File: src/rtl/ram_arbiter.sv
// Two-master front end for the byte-lane RAM: shares the single read port between
// fetch (m0) and load/store (m1), and routes the registered read data back to its owner.
module ram_arbiter #(
    parameter int AW         = 32,
    parameter int DW         = 32,
    parameter int STARVE_MAX = 4
) (
    input  logic          clk,
    input  logic          rstn,

    input  logic          m0_req,
    input  logic [AW-1:0] m0_addr,
    output logic          m0_gnt,
    output logic          m0_rvalid,
    output logic [DW-1:0] m0_rdata,

    input  logic          m1_req,
    input  logic          m1_we,
    input  logic [3:0]    m1_be,
    input  logic [AW-1:0] m1_addr,
    input  logic [DW-1:0] m1_wdata,
    output logic          m1_gnt,
    output logic          m1_rvalid,
    output logic [DW-1:0] m1_rdata,

    output logic [3:0]    ram_wen,
    output logic [AW-1:0] ram_w_addr,
    output logic [DW-1:0] ram_w_data,
    output logic          ram_ren,
    output logic [AW-1:0] ram_r_addr,
    input  logic [DW-1:0] ram_r_data
);

    typedef enum logic [1:0] {
        OWN_NONE = 2'd0,
        OWN_M0   = 2'd1,
        OWN_M1   = 2'd2
    } own_e;

    localparam logic [3:0] STARVE_LIM = 4'(STARVE_MAX);

    logic [3:0] starve_q, starve_d;
    own_e       rsp_own_q, rsp_own_d;

    logic m1_store, m1_load, hazard, force_m0;

    assign m1_store = m1_req & m1_we;
    assign m1_load  = m1_req & ~m1_we;
    // Only the word index matters for read-during-write; byte offset is the requester's concern.
    assign hazard   = m1_store & m0_req & (m0_addr[AW-1:2] == m1_addr[AW-1:2]);
    assign force_m0 = (starve_q == STARVE_LIM);

    always_comb begin
        m0_gnt     = 1'b0;
        m1_gnt     = 1'b0;
        ram_ren    = 1'b0;
        ram_r_addr = '0;
        ram_wen    = 4'b0000;
        ram_w_addr = '0;
        ram_w_data = '0;
        starve_d   = 4'd0;
        rsp_own_d  = OWN_NONE;

        if (rstn) begin
            m1_gnt = m1_store | (m1_load & ~(m0_req & force_m0));
            m0_gnt = m0_req & ~hazard & (~m1_load | force_m0);

            if (m1_gnt && m1_we) begin
                ram_wen    = m1_be;
                ram_w_addr = m1_addr;
                ram_w_data = m1_wdata;
            end

            if (m0_gnt) begin
                ram_ren    = 1'b1;
                ram_r_addr = m0_addr;
                rsp_own_d  = OWN_M0;
            end else if (m1_gnt && !m1_we) begin
                ram_ren    = 1'b1;
                ram_r_addr = m1_addr;
                rsp_own_d  = OWN_M1;
            end

            // Denied fetch cycles (contention or hazard stall) age m0, saturating at the limit.
            if (m0_req && !m0_gnt) begin
                starve_d = force_m0 ? starve_q : starve_q + 4'd1;
            end
        end
    end

    always_ff @(posedge clk) begin
        if (!rstn) begin
            starve_q  <= 4'd0;
            rsp_own_q <= OWN_NONE;
        end else begin
            starve_q  <= starve_d;
            rsp_own_q <= rsp_own_d;
        end
    end

    // Gating with rstn drops a response whose grant landed just before reset.
    assign m0_rvalid = rstn & (rsp_own_q == OWN_M0);
    assign m1_rvalid = rstn & (rsp_own_q == OWN_M1);
    assign m0_rdata  = m0_rvalid ? ram_r_data : '0;
    assign m1_rdata  = m1_rvalid ? ram_r_data : '0;

endmodule

File: config.mk
export PLATFORM = sky130hd
export DESIGN_NAME = ram_arbiter
export DESIGN_NICKNAME = d
export VERILOG_FILES = /design/src/rtl/ram_arbiter.sv
export SDC_FILE = /design/constraint.sdc
export NUM_CORES = 1
export LEC_CHECK = 0
export CAP_MARGIN = 0
export CORE_AREA = 2 2 119 121
export DETAILED_ROUTE_END_ITERATION = 10
export DIE_AREA = 0 0 121 123
export PLACE_DENSITY_LB_ADDON = 0.1
export SYNTH_ARGS = -nofsm -noshare
export SYNTH_HDL_FRONTEND = slang
export SYNTH_SLANG_ARGS = --single-unit
File: constraint.sdc
create_clock -name clk -period 2.75 [get_ports clk]
set_clock_uncertainty 0.1 [all_clocks]
set_input_delay 0.55 -clock clk [delete_from_list [all_inputs] [get_ports clk]]
set_output_delay 0.55 -clock clk [all_outputs]
set_load 0.005 [all_outputs]
### Word-level counts from Yosys, hierarchy flattened

Index checks and enable logic that the tools add are counted.

* bits in registers: 6
* bits of input ports: 137

* reduce and logical (&&, ||, !) cells: 7
* eq/ne operators: 4
* $add $sub $neg: 1
* multiplexer cells: 18
* bitwise operators: 17

Operator list (count)
* $mux 32: 9
* $eq 30x30->1: 1
* $and 1x1->1: 10
* $mux 4: 2
* $mux 1: 6
* $not 1->1: 5
* $add 4x1->4 const B: 1
* $eq 4x3->1 const B: 1
* $logic_and 1x1->1: 3
* $eq 2x1->1 const B: 1
* $eq 2x2->1 const B: 1
* $logic_not 1->1: 2
* $mux 2: 1
* $or 1x1->1: 2
* $reduce_and 2->1: 1
* $reduce_or 2->1: 1

### Logic depth before layout (Yosys ltp)

* depth in word-level cells: 9
* depth in mapped cells: 8
* depth with buffers taken out: 7

### Least setup slack after synthesis

No wires, ideal clock.

* path type: input port to output port
* start point: input m1_addr[25]
* end point: output ram_r_addr[22]
* setup slack: 36 ps
* arrival time: 2064 ps
* required time: 2100 ps
* stages: 6
* path through: xor2_1 > or4_4 > nor4_4 > a21oi_2 > buf_6 > a22o_1

* cells in the longest elaborated chain, start to end: 7

RTL lines
* start, declared: line 20 `input logic [AW-1:0] m1_addr,`
* $eq 30x30->1: line 50 `assign hazard = m1_store & m0_req & (m0_addr[AW-1:2] == m1_addr[AW-1:2]);`
* $and 1x1->1: line 50
* $not 1->1: line 66 `m0_gnt = m0_req & ~hazard & (~m1_load | force_m0);`
* $and 1x1->1 (2 in a row): line 66
* $mux 32: line 74 `if (m0_gnt) begin`
* $mux 32: line 64 `if (rstn) begin`
* end, declared: line 30 `output logic [AW-1:0] ram_r_addr,`

Every way passes these cells.

### Worst setup path after layout

* start point: input m0_addr[8]
* end point: output ram_r_addr[1]

* cells in the longest elaborated chain, start to end: 7

RTL lines
* start, declared: line 12 `input logic [AW-1:0] m0_addr,`
* $eq 30x30->1: line 50
* $and 1x1->1: line 50
* $not 1->1: line 66
* $and 1x1->1 (2 in a row): line 66
* $mux 32: line 74
* $mux 32: line 64

Every way passes these cells.

==> run_results.csv <==
group,metric,value,unit
outcome,outcome,"complete, but fails checks",
outcome,violations,"setup timing",
finish,design_area,5820,sq um
clock_network,cts_buffers,3,
global_routing,grt_max_degree,34,
detailed_routing,drtIter0Drc,54,
synth,synth_top_area_share,0.442,
detailed_routing,wl_met3,1200,um
detailed_routing,via_per_inst,4.07,
finish,num_antenna_cells,0,
global_routing,grt_usage,0.155,
worst_setup_path,end_kind,"output pin",
pwr,p_sw_frac,0.271,
finish,fillers,1374,
worst_setup_path,startpoint_type,"input pin",
worst_hold_path,hp-class,"reg2reg",
clock_network,clock_latency,0.23,ns
floorplanning,fp.dieH,123,um
sta,hold_ws,0.503,ns
synth,ys_async_sr_fraction,0,
synth,synthSimpleGateAreaFrac,0.530,
synth,yosys_warnings,0,
sta,totalNegativeSetupSlack,-8.55,ns
detailed_routing,ant_nets,0,
place,placedInstanceArea,5540,sq um
clock_network,htree_levels,1,
pwr,power_frac_comb,0.647,
sta,slew_headroom,0.791,
pwr,vdd_drop_max,0.146,mV
sta,tightest_slew,0.311,ns
worst_setup_path,path_max_fanout,5,
worst_setup_path,cp.arrival,2.43,ns
sta,fin_crit,3.08,ns
clock_network,clk_pin_slew_worst_paths,0.03,ns
finish,seqCellArea,120,sq um
clock_network,clock_path_buffers,2,
detailed_routing,met1Wirelength,4420,um
pwr,p_int,669,uW
place,io_buffers,305,
detailed_routing,wl_per_cell,15.7,um
detailed_routing,routed.top_layer,"met4",
floorplanning,ios,306,
synth,synth_area_leaders,"and2_1 44%, a22o_1 15%, xnor2_1 14%",
synth,yosys.area_share.adder,0.0134,
sta,finalCritPeriodShare,1.12,
sta,finalHoldViolCount,0,
synth,yosysMostFrequentCell,"and2_1",
detailed_routing,met2_length,6870,um
synth,synth_compound_area_frac,0.184,
synth,yosys.area.top_type,"and2_1",
synth,ys_types,26,
clock_network,postCtsHoldBufs,0,
synth,synth-seq-area-share,0.0643,
detailed_routing,wirelength,12600,um
synth,synth_top_flop_cell,"dfxtp_1",
synth,avgSynthCellArea,7.13,sq um
finish,final_nets,765,
pwr,power_density,158,nW/um^2
synth,synth_edf_count,0,
detailed_routing,dr.pass1.iters,4,
worst_setup_path,required,2.10,ns
clock_network,cts_tree,"done",
synth,ys_seq_elements,6,
sta,rsz0062_at_grt,"yes",
synth,synth_xor_area_frac,0.150,
sta,maxSlewViolCount,0,
pwr,total_power,918,uW
synth,netlist_area,1870,sq um
sta,setup_viol,34,
floorplanning,rows,43,
global_routing,gr-total-overflow,0,
finish,area_growth,211,%
synth,syn_inst,262,
detailed_routing,drc,0,
run,cap_violations,0,
floorplanning,initial_utilization,0.137,
pwr,p_leak,2.46,nW
floorplanning,core,13600,sq um
synth,muxShareOfSynthArea,0,
global_routing,grt_pass1_wl,17900,um
pwr,p_switching,249,uW
sta,finalWorstSetupSlack,-0.332,ns
finish,multi_input_area,1740,sq um
detailed_routing,vias,3272,
worst_setup_path,path_class,"in2out",
place,dp_hpwl,9790,um
place,globalplace.congestion,0.783,
synth,synth.net_count,401,
global_routing,grt_pass1_vias,3297,
clock_network,cts_sinks,6,
floorplanning,die_area,14900,sq um
pwr,seq_power_share,0.099,
pwr,power_frac_clock,0.255,
floorplanning,die_w,121,um
finish,instances_no_fill,804,
clock_network,cts_root_buf,"clkbuf_16",
sta,fmax,324,MHz
synth,synthTopCellsByCount,"132 x and2_1, 32 x a22o_1, 29 x xnor2_1",
finish,drive_gt1_frac,0.221,
place,pre_cts_ws,-0.977,ns
place,dp.cells,779,
finish,fin_util,0.427,
synth,synth_top_family_by_area,"simple AND/OR/NAND/NOR gates",
global_routing,grt_antenna_before_repair,0,
logic make-up (layout without fill, tap and decap cells):
kind of cell               Yosys count  in the layout
AOI/OAI and AO/OA                   41             41
xor gates and xnor gates            32             32
adders and majority gates            2              2
buffers and inverters               23            385
DFF                                  6              6
and+or+nand+nor                    158            158
state kept, by name, indices dropped and copies added, names as in the netlist:
signal / cells
starve_q: 4
rsp_own_q: 2
power by group through the flow:
stage,logic [mW],registers (mW),clock network [mW]
after floorplan,0.148,0.0915,0
after global placement,0.600,0.0914,0
after detailed placement,0.602,0.0914,0
after CTS,0.598,0.0905,0.238
after global routing,0.636,0.0908,0.245
final,0.593,0.0905,0.234
per-layer routing:
metal  GRT usage  vias up
li1            -     1603
met1       0.158     1487
met2       0.315      176
met3      0.0447        6
met4      0.0211        0
met5           0        -
path summary, 6_finish.rpt:
check / start / to / slack (ns) / cells after the start
setup reg to reg: starve_q[1] / rsp_own_q[1] / 1.06 / 7
hold / removal: starve_q[3] / starve_q[3] / 0.50 / 2
setup / recovery: m0_addr[8] / ram_r_addr[1] / -0.33 / 10
hold reg to reg: starve_q[3] / starve_q[3] / 0.50 / 2
repair_timing:
item                                    CTS  global route
gates resized for setup                 280             8
endpoints found under the setup margin  169            97
gates cloned                              6             0
endpoints found under the hold margin     0             0
buffers inserted                         22             2
pin swaps                                66             7
placed cells by master, fill, tap and decap left out, drive strengths merged, types with 3 or more instances in the layout:
cell type and count:
a211oi 4, a21oi 4, nand2 5, buf 113
a22o 32, inv 3, clkdlybuf4s15 23, dfxtp 6
clkbuf 3, dlygate4sd2 34, nand4 6, and2 132
clkdlybuf4s50 207, nand3 3, xnor2 29, xor2 3
area by class of cell:
type | count | share of cell area
tap | 180 | 0.0387
clock buffer | 3 | 0.0129
timing repair buffer | 379 | 0.626
sequential | 6 | 0.0206
multi-input combinational | 233 | 0.299
inverter | 3 | 0.00194
critical path: stages:
cell and delay [ns]:
buf_6 0.10, xor2_1 0.15, or4_4 0.54, nor4_4 0.24
a21oi_4 0.11, buf_6 0.14, buf_6 0.13, buf_16 0.14
a22o_1 0.21, buf_2 0.12
Power figures use the tool's default switching activity.
